$ cat src/rtl/seg_scan6.sv
// Six-digit multiplexed seven-segment scanner with a frame-synchronous shadow
// register, leading-zero suppression and a blanking gap at the start of each slot.
module seg_scan6 #(
    parameter int SCAN_CYC  = 50000,
    parameter int BLANK_CYC = 500
) (
    input  logic        clk,
    input  logic        rst,
    input  logic [23:0] data_in,
    input  logic [5:0]  point,
    input  logic        blank_en,
    input  logic        data_vld,
    output logic        data_rdy,
    output logic [5:0]  sel,
    output logic [7:0]  seg
);

    localparam int CW = (SCAN_CYC > 1) ? $clog2(SCAN_CYC) : 1;

    logic [CW-1:0] cnt_q, cnt_d;
    logic [2:0]    idx_q, idx_d;
    logic          pending_q, pending_d;
    logic [23:0]   shd_data_q, shd_data_d;
    logic [5:0]    shd_point_q, shd_point_d;
    logic          shd_blank_q, shd_blank_d;
    logic [23:0]   disp_data_q, disp_data_d;
    logic [5:0]    disp_point_q, disp_point_d;
    logic          disp_blank_q, disp_blank_d;
    logic [5:0]    sel_q, sel_d;
    logic [7:0]    seg_q, seg_d;

    logic       slot_end;
    logic       frame_end;
    logic       xfer;
    logic [5:0] upper_zero;
    logic [3:0] nib;
    logic       dp;
    logic       blank;

    function automatic logic [6:0] hex7(input logic [3:0] n);
        case (n)
            4'h0: hex7 = 7'b1000000;
            4'h1: hex7 = 7'b1111001;
            4'h2: hex7 = 7'b0100100;
            4'h3: hex7 = 7'b0110000;
            4'h4: hex7 = 7'b0011001;
            4'h5: hex7 = 7'b0010010;
            4'h6: hex7 = 7'b0000010;
            4'h7: hex7 = 7'b1111000;
            4'h8: hex7 = 7'b0000000;
            4'h9: hex7 = 7'b0010000;
            4'hA: hex7 = 7'b0001000;
            4'hB: hex7 = 7'b0000011;
            4'hC: hex7 = 7'b1000110;
            4'hD: hex7 = 7'b0100001;
            4'hE: hex7 = 7'b0000110;
            default: hex7 = 7'b0001110;
        endcase
    endfunction

    assign slot_end  = (cnt_q == CW'(SCAN_CYC - 1));
    assign frame_end = slot_end && (idx_q == 3'd5);
    assign xfer      = data_vld && !pending_q;
    assign data_rdy  = !pending_q;
    assign sel       = sel_q;
    assign seg       = seg_q;

    // upper_zero[i]: digits i..5 carry neither a nonzero nibble nor a point.
    always_comb begin
        upper_zero[5] = (disp_data_q[23:20] == 4'h0) && !disp_point_q[5];
        for (int i = 4; i >= 0; i--) begin
            upper_zero[i] = upper_zero[i+1] && (disp_data_q[4*i +: 4] == 4'h0)
                            && !disp_point_q[i];
        end
    end

    always_comb begin
        // NOTE: every output of this block gets a default first so no path leaves it unassigned and infers a latch.
        cnt_d        = slot_end ? '0 : cnt_q + 1'b1;
        idx_d        = idx_q;
        pending_d    = pending_q;
        shd_data_d   = shd_data_q;
        shd_point_d  = shd_point_q;
        shd_blank_d  = shd_blank_q;
        disp_data_d  = disp_data_q;
        disp_point_d = disp_point_q;
        disp_blank_d = disp_blank_q;
        nib          = 4'h0;
        dp           = 1'b0;
        blank        = 1'b0;

        if (slot_end) begin
            idx_d = (idx_q == 3'd5) ? 3'd0 : idx_q + 3'd1;
        end

        // A boundary load and a new capture are exclusive: capture needs pending clear.
        if (frame_end && pending_q) begin
            disp_data_d  = shd_data_q;
            disp_point_d = shd_point_q;
            disp_blank_d = shd_blank_q;
            pending_d    = 1'b0;
        end else if (xfer) begin
            shd_data_d  = data_in;
            shd_point_d = point;
            shd_blank_d = blank_en;
            pending_d   = 1'b1;
        end

        for (int i = 0; i < 6; i++) begin
            if (idx_q == 3'(i)) begin
                nib   = disp_data_q[4*i +: 4];
                dp    = disp_point_q[i];
                blank = (i != 0) && disp_blank_q && upper_zero[i];
            end
        end

        seg_d = blank ? 8'hFF : {~dp, hex7(nib)};
        sel_d = (cnt_q < CW'(BLANK_CYC)) ? 6'b000000 : (6'b000001 << idx_q);
    end

    // NOTE: state updates use non-blocking assignments so every register samples the pre-edge values.
    always_ff @(posedge clk or negedge rst) begin
        if (!rst) begin
            cnt_q        <= '0;
            idx_q        <= 3'd0;
            pending_q    <= 1'b0;
            // NOTE: shadow and display contents are reset too, so a fresh start shows zeros instead of stale data.
            shd_data_q   <= 24'h0;
            shd_point_q  <= 6'h0;
            shd_blank_q  <= 1'b0;
            disp_data_q  <= 24'h0;
            disp_point_q <= 6'h0;
            disp_blank_q <= 1'b0;
            sel_q        <= 6'b000000;
            seg_q        <= 8'hFF;
        end else begin
            cnt_q        <= cnt_d;
            idx_q        <= idx_d;
            pending_q    <= pending_d;
            shd_data_q   <= shd_data_d;
            shd_point_q  <= shd_point_d;
            shd_blank_q  <= shd_blank_d;
            disp_data_q  <= disp_data_d;
            disp_point_q <= disp_point_d;
            disp_blank_q <= disp_blank_d;
            sel_q        <= sel_d;
            seg_q        <= seg_d;
        end
    end

endmodule
$ cat config.mk
export PLATFORM = sky130hd
export DESIGN_NAME = seg_scan6
export DESIGN_NICKNAME = d
export VERILOG_FILES = /design/src/rtl/seg_scan6.sv
export SDC_FILE = /design/constraint.sdc
export NUM_CORES = 1
export LEC_CHECK = 0
export CAP_MARGIN = 20
export CORE_MARGIN = 3
export CORE_UTILIZATION = 45
export CTS_CLUSTER_DIAMETER = 40
export CTS_CLUSTER_SIZE = 10
export DETAILED_ROUTE_END_ITERATION = 8
export PLACE_DENSITY = 0.66
export SLEW_MARGIN = 20
export SYNTH_ARGS = -nofsm -noshare
export SYNTH_HDL_FRONTEND = slang
export SYNTH_SLANG_ARGS = --single-unit
$ cat constraint.sdc
create_clock -name clk -period 3.28 [get_ports clk]
set_input_delay 0.984 -clock clk [delete_from_list [all_inputs] [get_ports clk]]
set_output_delay 0.984 -clock clk [all_outputs]
set_load 0.02 [all_outputs]
==> impl_results.md, run 1 <==
* Status: complete, no violations
* Worst Reg-to-Reg Cells at 10
* Total Nets Final at 430
* Crit start category: flip-flop
* VDD IR max at 0.277 mV
* Synth area leaders: dfrtp_1 50%, mux2_4 9.9%, mux2_2 8.9%, dfstp_2 4.8%, mux2i_1 2.7%
* Combinational share of power at 5.2%
* Vias at 2647
* WL met2 at 3390 um
* Worst path cell trace: and2_1 -> ha_1 -> nor2_1 -> a221oi_1 -> a21o_1 -> inv_1 -> ha_1 -> nor2_1 -> and2_1 -> o31ai_1
* Worst-case headroom to the max-slew limit at 62.9%
* Pwr Density at 408 mW/mm^2
* Final setup fails at 0
* Synth Cell Area at 0.00441 mm^2
* Clock network power share at 35.8%
* Final Hold Fails at 0
* Max-Cap Viols at 0
* Count leader, synth: dfrtp_1
* WP data arrival at 3040 ps
* Switching power at 0.000454 W
* Synthesis-stage register bit count at 96
* Initial antenna violation count at 0
* Mean number of vias per cell at 5.08
* Overall Power at 0.00213 W
* Chip width at 105 um
* Cell Int Power at 0.00168 W
* Max FO, Critical Path at 18
* DR WL met3 at 313 um
* FFs w/ async S/R, synth at 100%
* Drt initial violations at 126
* Hold buffers post-CTS at 0
* DR DRC count at 0
* Port Buffers at 48
* Largest net degree at the start of global routing at 56
* Netlist cell types at 48
* CTS Buf Count at 9
* Chip Height at 105 um
* Final worst path period share at 84.7%
* Initial Util at 47.1%
* Top_reg_cell synth: dfrtp_1
* Maximum clock frequency at 360 MHz
* Switching power share of the total at 21.3%
* Crit path largest cell delay at 700 ps
* Routed wire length at 7710 um
* Core Box Area at 0.00937 mm^2
* Grt ovf at 0
* Post-CTS Setup Inserts at 0
* Syn Area/Cell at 13.1 um^2
* Sequential area share after synthesis at 54.7%
* Max layer used: met4
* Top cells by count, synth: 88 x dfrtp_1, 35 x mux2_2, 29 x mux2_4, 20 x nor2_1, 15 x nand2_1
* RSZ-0062 raised after global routing: false
* WS Path Type: flip-flop to flip-flop
* Antenna-violating nets left at 0
* Clk Latency, worst-skew pair at 350 ps
* Origin of the critical flop-to-flop path: idx_q[1]$_DFFE_PN0P_
* Post-synth EDFFs at 0
* Cell taking the most area after synthesis: dfrtp_1
* # rows at 35
* Leakage power at 2.40 nW
* Vias in the first global route at 2698
* Die area at 0.0110 mm^2
* Reg2reg end: seg[0]$_DFF_PN1_
* Worst Hold Depth at 1
* Slowest cell on crit path: dfrtp_1
* Worst min path class: flip-flop to flip-flop
* Setup_tns at 0 ps
* Max Root-Sink Buffers at 2
* Global-route wire length before repair at 13300 um
* Crit path time final at 2780 ps
* IO Count at 49
* Beginning of the critical path: idx_q[1]$_DFFE_PN0P_
* CTS tree: yes
* Area grow syn2layout at 18.3%
* Syn. warnings at 0
* Total GRT Usage at 14.9%
* Max Slew Vio Count at 0
* Share of layout cells above drive strength 1 at 25.5%
* CP Data Required Time at 3550 ps
* GP Congestion at 0.897
* Seq pwr share at 59.0%
* M1 WL at 3880 um
* Clock-pin slew on the worst setup and hold paths at 90 ps
* Clock root buffer: clkbuf_8
* Clk_skew at 11.9 ps
* Fillers at 820
* Reg2reg setup slack at 500 ps
* Synth top area share at 49.9%
* Dpl hpwl at 5530 um
* Drt wl/cell at 14.8 um
* Worst-Margin Slew at 556 ps
* # diodes at 0
* CP endpoint: seg[0]$_DFF_PN1_
* Syn Inst Count at 337
* H-tree depth at 3
* CTS-repair resized insts at 0
* CP Capture Type: flip-flop
* Clk sink count at 96
* DR pass1 iterations at 4
* Syn Nets at 379
worst max-delay path: cells and delay by family (launching register included):
family,cells,cell delay (ps)
flops,1,700
simple gates,4,670
fa+ha+maj,2,610
compound gates,3,590
buf+inv,1,110
cell usage in the layout, fill, tap and decap left out, drive strengths merged, types with 8 or more instances in the layout:
master / instances
mux2: 64
clkbuf: 11
nor2: 20
ha: 8
xor2: 8
nand2: 15
mux2i: 12
clkdlybuf4s50: 47
a21oi: 8
dfrtp: 88
dfstp: 8
inv: 9
nand3: 12
buf: 9
kinds of logic (layout without fill, tap and decap cells):
logic type | Yosys count | after routing | synth area share [%]
AO/OA/AOI/OAI | 37 | 37 | 5.70
buffers and inverters | 24 | 79 | 2.98
adder cells (fa/ha/maj) | 8 | 8 | 2.27
multiplexers | 76 | 76 | 21.5
AND/OR/NAND/NOR | 82 | 82 | 10.1
flip-flops | 96 | 96 | 54.7
XOR/XNOR | 14 | 14 | 2.78
through the flow:
stage                     utilization (%)  std cells  instance area [um^2]  hold slack, ps  worst slack [ps]
after floorplan                         -        337                  4410             425               839
after global placement               53.6        506                  5030             441               694
after detailed placement             53.6        506                  5030             450               577
after CTS                            55.7        521                  5220             463               530
after global routing                 55.7        521                  5220             503               195
final                                55.7        521                  5220             461               503
registers in the layout, indices dropped and copies added, names as in the netlist:
signal and flops:
disp_data_q 24, shd_data_q 24, cnt_q 16, seg 8, disp_point_q 6, sel 6, shd_point_q 6, idx_q 3
disp_blank_q 1, pending_q 1, shd_blank_q 1
cell type report:
class | instances | area [um^2] | area share (%)
Sequential cell | 96 | 2410 | 46.2
Multi-Input combinational cell | 217 | 1870 | 35.8
Timing Repair Buffer | 56 | 551 | 10.5
Tap cell | 129 | 161 | 3.09
Clock buffer | 11 | 141 | 2.71
Clock inverter | 4 | 53.8 | 1.03
Inverter | 8 | 30.0 | 0.575
power groups by stage:
stage,registers [W],logic [W],clock network [W]
floorplan,0.00127,0.0000447,0
global placement,0.00128,0.000110,0
detailed placement,0.00128,0.000114,0
CTS,0.00126,0.000114,0.000792
global route,0.00127,0.000123,0.000846
finish,0.00126,0.000110,0.000763
worst min path at each step:
stage / slack [ps] / to / start
2_1_floorplan: 430 / cnt_q[0]$_DFF_PN0_ / cnt_q[0]$_DFF_PN0_
3_3_place_gp: 440 / cnt_q[0]$_DFF_PN0_ / cnt_q[0]$_DFF_PN0_
3_5_place_dp: 450 / cnt_q[0]$_DFF_PN0_ / cnt_q[0]$_DFF_PN0_
4_1_cts: 460 / cnt_q[0]$_DFF_PN0_ / cnt_q[0]$_DFF_PN0_
5_1_grt: 500 / cnt_q[0]$_DFF_PN0_ / cnt_q[0]$_DFF_PN0_
6_report: 460 / cnt_q[0]$_DFF_PN0_ / cnt_q[0]$_DFF_PN0_
per-layer routing:
metal / vias to the layer above / global-route usage (%)
met1: 1277 / 21.6
met3: 13 / 3.89
met5: - / 0
met4: 0 / 4.69
li1: 1303 / -
met2: 54 / 21.7
Power figures use the tool's default switching activity.
==> run 2, diff against run 1 <==
==> constraint.sdc (replaced) <==
create_clock -name clk -period 2.88 [get_ports clk]
set_input_delay 0.864 -clock clk [delete_from_list [all_inputs] [get_ports clk]]
set_output_delay 0.864 -clock clk [all_outputs]
set_load 0.02 [all_outputs]
==> run 2 against run 1 <==
Compared with the run above: sequential cell count did not move; cell count up 0.38%; total power grew 9.7%; combinational power rose by 15%; utilization decreased by 0.12 points; first-iteration DRC count shrank 18%; sequential power is 13% higher; die area unchanged; sequential share of layout area grew 0.10 points.
==> impl_results.md, run 2 (same netlist as run 1, synthesis figures left out) <==
* Drt wl/cell at 15.0 um
* Drt initial violations at 103
* Vias in the first global route at 2799
* H-tree depth at 3
* Crit path time final at 2560 ps
* CP Capture Type: flip-flop
* Commonest non-fill, non-tap cell in the layout: dfrtp_1
* Max FO, Critical Path at 12
* Post-CTS Setup Inserts at 0
* CP Data Required Time at 3150 ps
* Clk_skew at 14.2 ps
* Initial antenna violation count at 0
* Die area at 0.0110 mm^2
* CTS-repair resized insts at 0
* Area grow syn2layout at 18.1%
* RSZ-0062 raised after global routing: false
* Mean number of vias per cell at 5.26
* Global-route wire length before repair at 13600 um
* Post-DP Area at 0.00504 mm^2
* Status: complete, no violations
* Grt ovf at 0
* Chip Height at 105 um
* # rows at 35
* # diodes at 0
* Port Buffers at 48
* Final worst path period share at 89.1%
* Post-Layout Inst Area at 0.00521 mm^2
* Leakage power at 2.40 nW
* Antenna-violating nets left at 0
* Max Root-Sink Buffers at 2
* DR DRC count at 0
* Setup_tns at 0 ps
* Vias at 2751
* Final Hold Fails at 0
* WS Path Type: flip-flop to flip-flop
* DR pass1 iterations at 4
* Initial Util at 47.1%
* Largest net degree at the start of global routing at 43
* Final std cells w/o fill at 523
* Total GRT Usage at 15.2%
* Core Box Area at 0.00937 mm^2
* Max-Cap Viols at 0
* Final setup fails at 0
* CTS tree: yes
* Fillers at 846
* Worst hold margin at 457 ps
* Clock root buffer: clkbuf_8
* Clk Latency, worst-skew pair at 360 ps
* Hold buffers post-CTS at 0
* Dpl hpwl at 5700 um
* Clock-pin slew on the worst setup and hold paths at 100 ps
* Most frequent cells in the layout: 88 x dfrtp_1, 47 x clkdlybuf4s50_1, 35 x mux2_2, 29 x mux2_4, 20 x nor2_1
* Maximum clock frequency at 390 MHz
* Post-Place Cells at 508
* Pwr Density at 449 mW/mm^2
* IO Count at 49
* CTS Buf Count at 9
* WP data arrival at 2840 ps
* Routed wire length at 7850 um
* GP Congestion at 0.901
* Worst-case headroom to the max-slew limit at 61.9%
* Clk sink count at 96
* Largest registers in the final layout: disp_data_q x24, shd_data_q x24, cnt_q x16
* Max Slew Vio Count at 0
* Chip width at 105 um
* VDD IR max at 0.257 mV
* Crit start category: flip-flop
* Total Nets Final at 432
* Worst-Margin Slew at 572 ps
* Worst min path class: flip-flop to flip-flop
* Share of layout cells above drive strength 1 at 26.1%
## run 2: worst paths after layout
check,startpoint,to,slack [ps],depth (start not counted)
worst max-delay path,idx_q[1]$_DFFE_PN0P_,seg[0]$_DFF_PN1_,320,10
worst min-delay path,cnt_q[0]$_DFF_PN0_,cnt_q[0]$_DFF_PN0_,460,1
worst max register to register,idx_q[1]$_DFFE_PN0P_,seg[0]$_DFF_PN1_,320,10
worst min register to register,cnt_q[0]$_DFF_PN0_,cnt_q[0]$_DFF_PN0_,460,1
max in group asynchronous,rst,seg[1]$_DFF_PN1_,1760,2
min in group asynchronous,rst,cnt_q[6]$_DFF_PN0_,470,1
## run 2: metrics by stage
step	power, W	worst slack [ps]	util, %
finish	0.00234	315	55.6
global route	0.00245	48.2	55.6
CTS	0.00237	354	55.6
detailed placement	0.00159	376	53.8
global placement	0.00159	517	53.8
floorplan	0.00150	439	-
## run 2: report_power, final
part,internal [W],switching [W]
Clock,0.000312,0.000466
Sequential,0.00140,0.0000292
Combinational,0.0000841,0.0000431
Total,0.00180,0.000538
## run 2: per-layer routing
layer	part of all wire [%]	track usage, %
met1	49	21.6
met2	45	22.3
met3	4.4	3.52
met4	2.0	6.37
met5	0	0
## run 2: worst max-delay path: stages, from the launching register on
cell and delay [ps]:
dfrtp_1 470, and2_1 200, ha_1 380, nor2_1 130, a221oi_1 360, a21o_1 220, inv_1 110, ha_1 240
nor2_1 140, and2_1 140, o31ai_1 70
## run 2: cell type report
cell class / instances / area (um^2) / area share, %
flip-flops and latches: 96 / 2410 / 46.3
multi-input cells: 217 / 1870 / 35.9
clock inverters: 6 / 45.0 / 0.865
clock buffers: 9 / 124 / 2.38
well taps: 129 / 161 / 3.10
repair buffers: 58 / 566 / 10.9
inverters: 8 / 30.0 / 0.576
